--- src/rtl/reaction_stats.sv ---
// rtl/reaction_stats.sv - reaction-time statistics: count, min, max and serial-divided average (optional foul counter: REACTION_STATS_FOUL_CNT_EN)
module reaction_stats #(
    parameter int MAX_TESTS = 15,
    parameter int TIME_W    = 10
) (
    input  logic              clk_50M,
    input  logic              clear,
    input  logic              result_valid,
    input  logic [TIME_W-1:0] result_time,
    input  logic              result_foul,
    output logic [5:0]        test_count,
    output logic [TIME_W-1:0] min_time,
    output logic [TIME_W-1:0] max_time,
    output logic [TIME_W-1:0] avg_time,
    output logic              avg_valid,
    output logic              full,
    output logic [5:0]        foul_count
);

    // Sum is sized so MAX_TESTS results of the largest value can never overflow it.
    localparam int SUM_W = TIME_W + $clog2(MAX_TESTS + 1);
    localparam int STEP_W = $clog2(SUM_W + 1);
    localparam logic [TIME_W-1:0] TIME_CAP = TIME_W'(999);
    localparam logic [5:0] MAX_CNT = 6'(MAX_TESTS);
    localparam logic [STEP_W-1:0] LAST_STEP = STEP_W'(SUM_W);

    localparam logic [0:0] IDLE = 1'b0;
    localparam logic [0:0] DIV  = 1'b1;

    logic [0:0]        state;
    logic [SUM_W-1:0]  sum;
    logic [SUM_W-1:0]  sum_next;
    logic [5:0]        count_next;
    logic [TIME_W-1:0] t_clamped;
    logic              accept;

    // Divider working registers: the quotient shifts in where the dividend shifts out.
    logic [SUM_W-1:0]  div_quo;
    logic [5:0]        div_den;
    logic [5:0]        div_rem;
    logic [STEP_W-1:0] div_step;
    logic [6:0]        rem_shift;
    logic [5:0]        rem_sub;

    assign t_clamped  = (result_time > TIME_CAP) ? TIME_CAP : result_time;
    assign full       = (test_count == MAX_CNT);
    assign accept     = result_valid & ~result_foul & ~full;
    assign sum_next   = sum + SUM_W'(t_clamped);
    assign count_next = test_count + 6'd1;

    // Remainder stays below the divisor (<= 63), so the 6-bit difference is exact when taken.
    assign rem_shift = {div_rem, div_quo[SUM_W-1]};
    assign rem_sub   = rem_shift[5:0] - div_den;

    // Running statistics, updated only on accepted non-foul results.
    always_ff @(posedge clk_50M or posedge clear) begin
        if (clear) begin
            sum        <= '0;
            test_count <= '0;
            min_time   <= '1;
            max_time   <= '0;
        end else if (accept) begin
            sum        <= sum_next;
            test_count <= count_next;
            if (t_clamped < min_time) min_time <= t_clamped;
            if (t_clamped > max_time) max_time <= t_clamped;
        end
    end

    // Restoring divider; a new accept restarts it with fresh operands from either state.
    always_ff @(posedge clk_50M or posedge clear) begin
        if (clear) begin
            state     <= IDLE;
            avg_time  <= '0;
            avg_valid <= 1'b1;
            div_quo   <= '0;
            div_den   <= '0;
            div_rem   <= '0;
            div_step  <= '0;
        end else if (accept) begin
            state     <= DIV;
            avg_valid <= 1'b0;
            div_quo   <= sum_next;
            div_den   <= count_next;
            div_rem   <= '0;
            div_step  <= '0;
        end else if (state == DIV) begin
            if (div_step == LAST_STEP) begin
                avg_time  <= TIME_W'(div_quo);
                avg_valid <= 1'b1;
                state     <= IDLE;
            end else begin
                if (rem_shift >= {1'b0, div_den}) begin
                    div_rem <= rem_sub;
                    div_quo <= {div_quo[SUM_W-2:0], 1'b1};
                end else begin
                    div_rem <= rem_shift[5:0];
                    div_quo <= {div_quo[SUM_W-2:0], 1'b0};
                end
                div_step <= div_step + STEP_W'(1);
            end
        end
    end

`ifdef REACTION_STATS_FOUL_CNT_EN
    // Foul counter saturates at 63 and keeps counting even when the result table is full.
    always_ff @(posedge clk_50M or posedge clear) begin
        if (clear) begin
            foul_count <= '0;
        end else if (result_valid && result_foul && foul_count != 6'd63) begin
            foul_count <= foul_count + 6'd1;
        end
    end
`else
    assign foul_count = '0;
`endif

endmodule

--- config.mk ---
export PLATFORM = sky130hd
export DESIGN_NAME = reaction_stats
export DESIGN_NICKNAME = d
export VERILOG_FILES = /design/src/rtl/reaction_stats.sv
export SDC_FILE = /design/constraint.sdc
export NUM_CORES = 1
export LEC_CHECK = 0
export ABC_CLOCK_PERIOD_IN_PS = 3150
export CORE_MARGIN = 2
export CORE_UTILIZATION = 55
export DETAILED_ROUTE_END_ITERATION = 8
export HOLD_SLACK_MARGIN = 0.1
export PLACE_DENSITY = 0.8
export SYNTH_ARGS = -nofsm -noshare
export SYNTH_HDL_FRONTEND = slang
export SYNTH_SLANG_ARGS = --single-unit
--- constraint.sdc ---
create_clock -name clk_50M -period 3.15 [get_ports clk_50M]
set_input_delay 0.315 -clock clk_50M [delete_from_list [all_inputs] [get_ports clk_50M]]
set_output_delay 0.315 -clock clk_50M [all_outputs]
set_load 0.005 [all_outputs]
# --- Yosys cells after proc, flatten, opt, wreduce, memory -nomap -nowiden ---
# Index checks and enable logic that the tools add are counted.
word_totals:
  reg_bits: 76
  latch_bits: 0
  ramBits: 0
  mem_bits_ro: 0
  in_bits: 14
  out_inout_bits: 44
  elab_cells: 51
  mem_count: 0
classes:
  addsub: 4
  mul: 0
  div: 0
  magnitude_cmp: 4
  eq_ne: 3
  shifts: 0
  muxes: 18
  bitwise_logic: 5
  n_reduce_logical: 7
op_table:
  columns: ["cell", "count"]
  rows:
  - ["$mux 14", 3]
  - ["$mux 6", 4]
  - ["$add 14x10->14", 1]
  - ["$mux 4", 3]
  - ["$gt 10x10->1", 1]
  - ["$gt 10x10->1 const B", 1]
  - ["$lt 10x10->1", 1]
  - ["$mux 10", 1]
  - ["$reduce_and 2->1", 4]
  - ["$ge 7x6->1", 1]
  - ["$mux 1", 7]
  - ["$add 6x1->6 const B", 1]
  - ["$eq 6x4->1 const B", 1]
  - ["$sub 6x6->6", 1]
  - ["$add 4x1->4 const B", 1]
  - ["$eq 4x4->1 const B", 1]
  - ["$reduce_bool 2->1", 2]
  - ["$not 1->1", 3]
  - ["$reduce_and 3->1", 1]
  - ["$and 1x1->1", 2]
  - ["$ne 2x2->1 const B", 1]

# --- Depth between registers and ports, before layout ---
logic_depth:
  word_depth: 5
  ltp_mapped: 14

# --- Worst setup path before layout ---
# Ideal clock, no wire load.
synth_path:
  path_kind: "input -> register"
  startpoint: "input port result_time[6]"
  endpoint: "register div_quo[10]"
  setup_ps: 143
  arrival_ps: 2896
  required_ps: 3007
  slack_ps: 111
  stages: 12
  path_buffers: 0
  cell_sequence: "and4_2 > nand2_2 > nor2_2 > or2_2 > fa_1 > a211o_1 > a31o_2 > a31oi_1 > nor2_1 > or4_1 > a31oi_1 > a31oi_1"
synth_between:
  elab_chain_len: 4
synth_rtl:
  columns: ["element", "line", "rtl"]
  rows:
  - ["start, declared", "9", "input logic [TIME_W-1:0] result_time,"]
  - ["$gt 10x10->1", "45", "assign t_clamped = (result_time > TIME_CAP) ? TIME_CAP : result_time;"]
  - ["$mux 10", "45", null]
  - ["named net t_clamped[1]", "34", "logic [TIME_W-1:0] t_clamped;"]
  - ["$add 14x10->14", "48", "assign sum_next = sum + SUM_W'(t_clamped);"]
  - ["$mux 14", "80", "end else if (accept) begin"]
  - ["end signal, assigned", "83", "div_quo <= sum_next;"]
  - ["end signal, assigned", "95", "div_quo <= {div_quo[SUM_W-2:0], 1'b1};"]
  - ["end signal, assigned", "98", "div_quo <= {div_quo[SUM_W-2:0], 1'b0};"]
  - ["end, declared", "38", "logic [SUM_W-1:0] div_quo;"]
# The timed path passes the listed nets, and every way through them passes these cells.
# A chain may end at the register's enable or synchronous reset.

# --- Worst setup path after layout ---
layout_path:
  startpoint: "input port result_time[9]"
  endpoint: "register div_quo[10]"
# Same word-level chain as after synthesis.

==> metrics.csv <==
metric,value,unit
fin cells,663,
Top Usage Layer GRT,met2,
All-Layer GR Usage,25.03,%
status,"finished, final reports clean",
CP required,3.38,ns
multiplexer share of the synthesized area,9.169,%
yosys synthesis warning count,0,
vias in the first global route,3695,
pre-CTS WS,-0.4212,ns
CTS Hold Bufs,0,
Worst Setup End Kind,register,
synthesized instance count,478,
Post-synth EDFFs,0,
Final HPWL DP,7812,um
Critical-path top delay cell,clkdlybuf4s50_1,
die height,96.12,um
clk sinks,76,
WL/cell,16.52,um
CP Launch Type,input port,
Netlist cell types,68,
actual slew at the worst max-slew pin,0.6643,ns
H-tree levels,3,
FF-to-FF setup slack,0.49,ns
Async SR Flop Fraction,100.0,%
CTS tree,yes,
Pre-antenna DRT Iters,5,
f_max,318.6,MHz
Antenna Diode Count,0,
synthesized area,0.004667,mm2
setup violators final,0,
Compound-Gate Fraction of Synth Area,14.18,%
post-synthesis sequential area ratio,41.05,%
initial antenna violation count,0,
routability cong.,0.9079,
total power,5.692,mW
DRC,0,
Worst-path clk slew,0.09,ns
clock root buffer,clkbuf_8,
Max-cap violations,0,
met2 usage,40.39,%
via count,3818,
first-pass GRT wire length,17770,um
worst path cell trace,clkdlybuf4s50_1 -> and4_2 -> nand2_2 -> nor2_2 -> nor2_2 -> inv_2 -> ha_1 -> fa_2 -> a211o_1 -> a31o_2 -> a31oi_4 -> nor2_2 -> or4_1 -> a31oi_1 -> a31oi_1,
fin util,69.70,%
RSZ-0062 raised after global routing,true,
die width,96.12,um
Setup WS post-layout,0.01088,ns
grt met1 use,33.33,%
Vias per Instance,5.759,
Initial Util,56.80,%
fin area,0.005727,mm2
"slowest stage delay, CP",0.45,ns
WHS,0.3656,ns
die area,0.009238,mm2
most frequent cells in the layout,"65 x dfrtp_1, 51 x clkdlybuf4s50_1, 48 x nand2_1, 35 x a21oi_1, 35 x buf_4",
"commonest non-fill, non-tap cell in the layout",dfrtp_1,
relative slew slack,55.65,%
Pwr Density,993.9,mW/mm2
TNS Setup,0,ns
commonest register cell after synthesis,dfrtp_1,
Pleak,2.595,nW
adder-cell share of the synthesized area,10.40,%
Worst-Skew Late Latency,0.37,ns
Synth Area in XOR/XNOR,4.879,%
1st-iter DRT viols,268,
row count,33,
CP Class,input port to register,
placed insts,644,
Core Region,0.008217,mm2
Synth Area in Simple Gates,14.61,%
Max Slew Vio Count,0,
CP Max Fanout,4,
fraction of layout cells with a size suffix above 1,21.68,%
met3 track demand over resource,4.307,%
IO buf count,51,
Top delay family on crit path,simple AND/OR/NAND/NOR gates,
fin nets,603,
Worst path most repeated cell,nor2_2,
number of I/O pins,58,
Placed Area,0.005435,mm2
Num CTS Buffers,9,
count of buffer and inverter cells on the critical path,2,
DRT Wirelength,10950,um
register bit count reported by yosys,76,
Worst VDD drop,440.4,uV
crit path time final,3.139,ns
min-delay worst type,input port to asynchronous set/reset pin,
clk_skew,0.009771,ns
Area Growth Syn to Fin,22.71,%
final hold vios,0,
largest net degree at the start of global routing,33,
GRT overflow,0,
clk buf depth,2,
synthesized area per cell,9.764,um2
Routed Antenna Nets,0,
CP Data Arrival Time,3.37,ns
Final period util,99.65,%
largest family of logic cells by synthesized area,simple AND/OR/NAND/NOR gates,
[final timing paths]
path                                           endpoint              startpoint  depth (start not counted)
worst min-delay path             div_den[2]$_DFFE_PP0P_                   clear                          2
worst max-delay path            div_quo[10]$_DFFE_PP0P_          result_time[9]                         15
worst max register to register   div_rem[1]$_DFFE_PP0P_  div_den[1]$_DFFE_PP0P_                          9
max in group asynchronous       min_time[9]$_DFFE_PP1P_                   clear                          3
worst min register to register      sum[13]$_DFFE_PP0P_     sum[13]$_DFFE_PP0P_                          1
min in group clk_50M                sum[13]$_DFFE_PP0P_     sum[13]$_DFFE_PP0P_                          1
[cell type report]
| class | instances | area, um2 |
|---|---|---|
| Multi-Input combinational cell | 347 | 2556 |
| Fill cell | 609 | 2490 |
| Sequential cell | 76 | 1916 |
| Timing Repair Buffer | 86 | 773.2 |
| Clock buffer | 11 | 141.4 |
| Tap cell | 105 | 131.4 |
| Inverter | 33 | 123.9 |
| Clock inverter | 5 | 85.08 |
[synthesized netlist by cell type (5+ instances only)]
cell      number  area share [%]
mux2i_1        9             1.9
buf_4          6            0.97
clkbuf_1      14             1.1
a31oi_1        8             1.1
o21ai_0       22             2.4
dfrtp_1       65              35
xnor2_1       17             3.2
nand3_1       10             1.1
xor2_1         9             1.7
a21oi_1       38             4.1
mux2_2        30             7.2
nor3_1         5            0.54
nor2_1        29             2.3
ha_1          34             9.1
nand2_1       48             3.9
inv_1         32             2.6
and3_1         7            0.94
dfstp_2       11             6.2
[flip-flops by register name, summed over array words and instances (netlist names)]
| signal | count |
|---|---|
| avg_time | 10 |
| avg_valid | 1 |
| div_den | 6 |
| div_quo | 14 |
| div_rem | 6 |
| div_step | 4 |
| max_time | 10 |
| min_time | 10 |
| state | 1 |
| sum | 14 |
[metal layers]
layer	vias up	routed length, um
met1	1870	4785
li1	1812	-
met3	23	451
met2	113	5442
met5	-	0
met4	0	271
[kinds of logic (layout without fill, tap and decap cells)]
group / Yosys count / after routing
xor+xnor: 26 / 26
flops: 76 / 76
other cells: 1 / 6
simple gates: 136 / 136
compound gates: 102 / 102
fa+ha+maj: 38 / 38
mux: 39 / 39
buf+inv: 60 / 135
[what timing repair did]
| item | CTS | global route |
|---|---|---|
| buffers inserted | 2 | 1 |
| endpoints found under the setup margin | 1 | 10 |
| pin swaps | 3 | 2 |
| resized for setup | 4 | 6 |
[where the power goes]
group,internal [mW],switching (mW)
Sequential,1.49,0.448
Clock,0.471,0.386
Combinational,1.54,1.36
Total,3.50,2.19
Power figures use the tool's default switching activity.
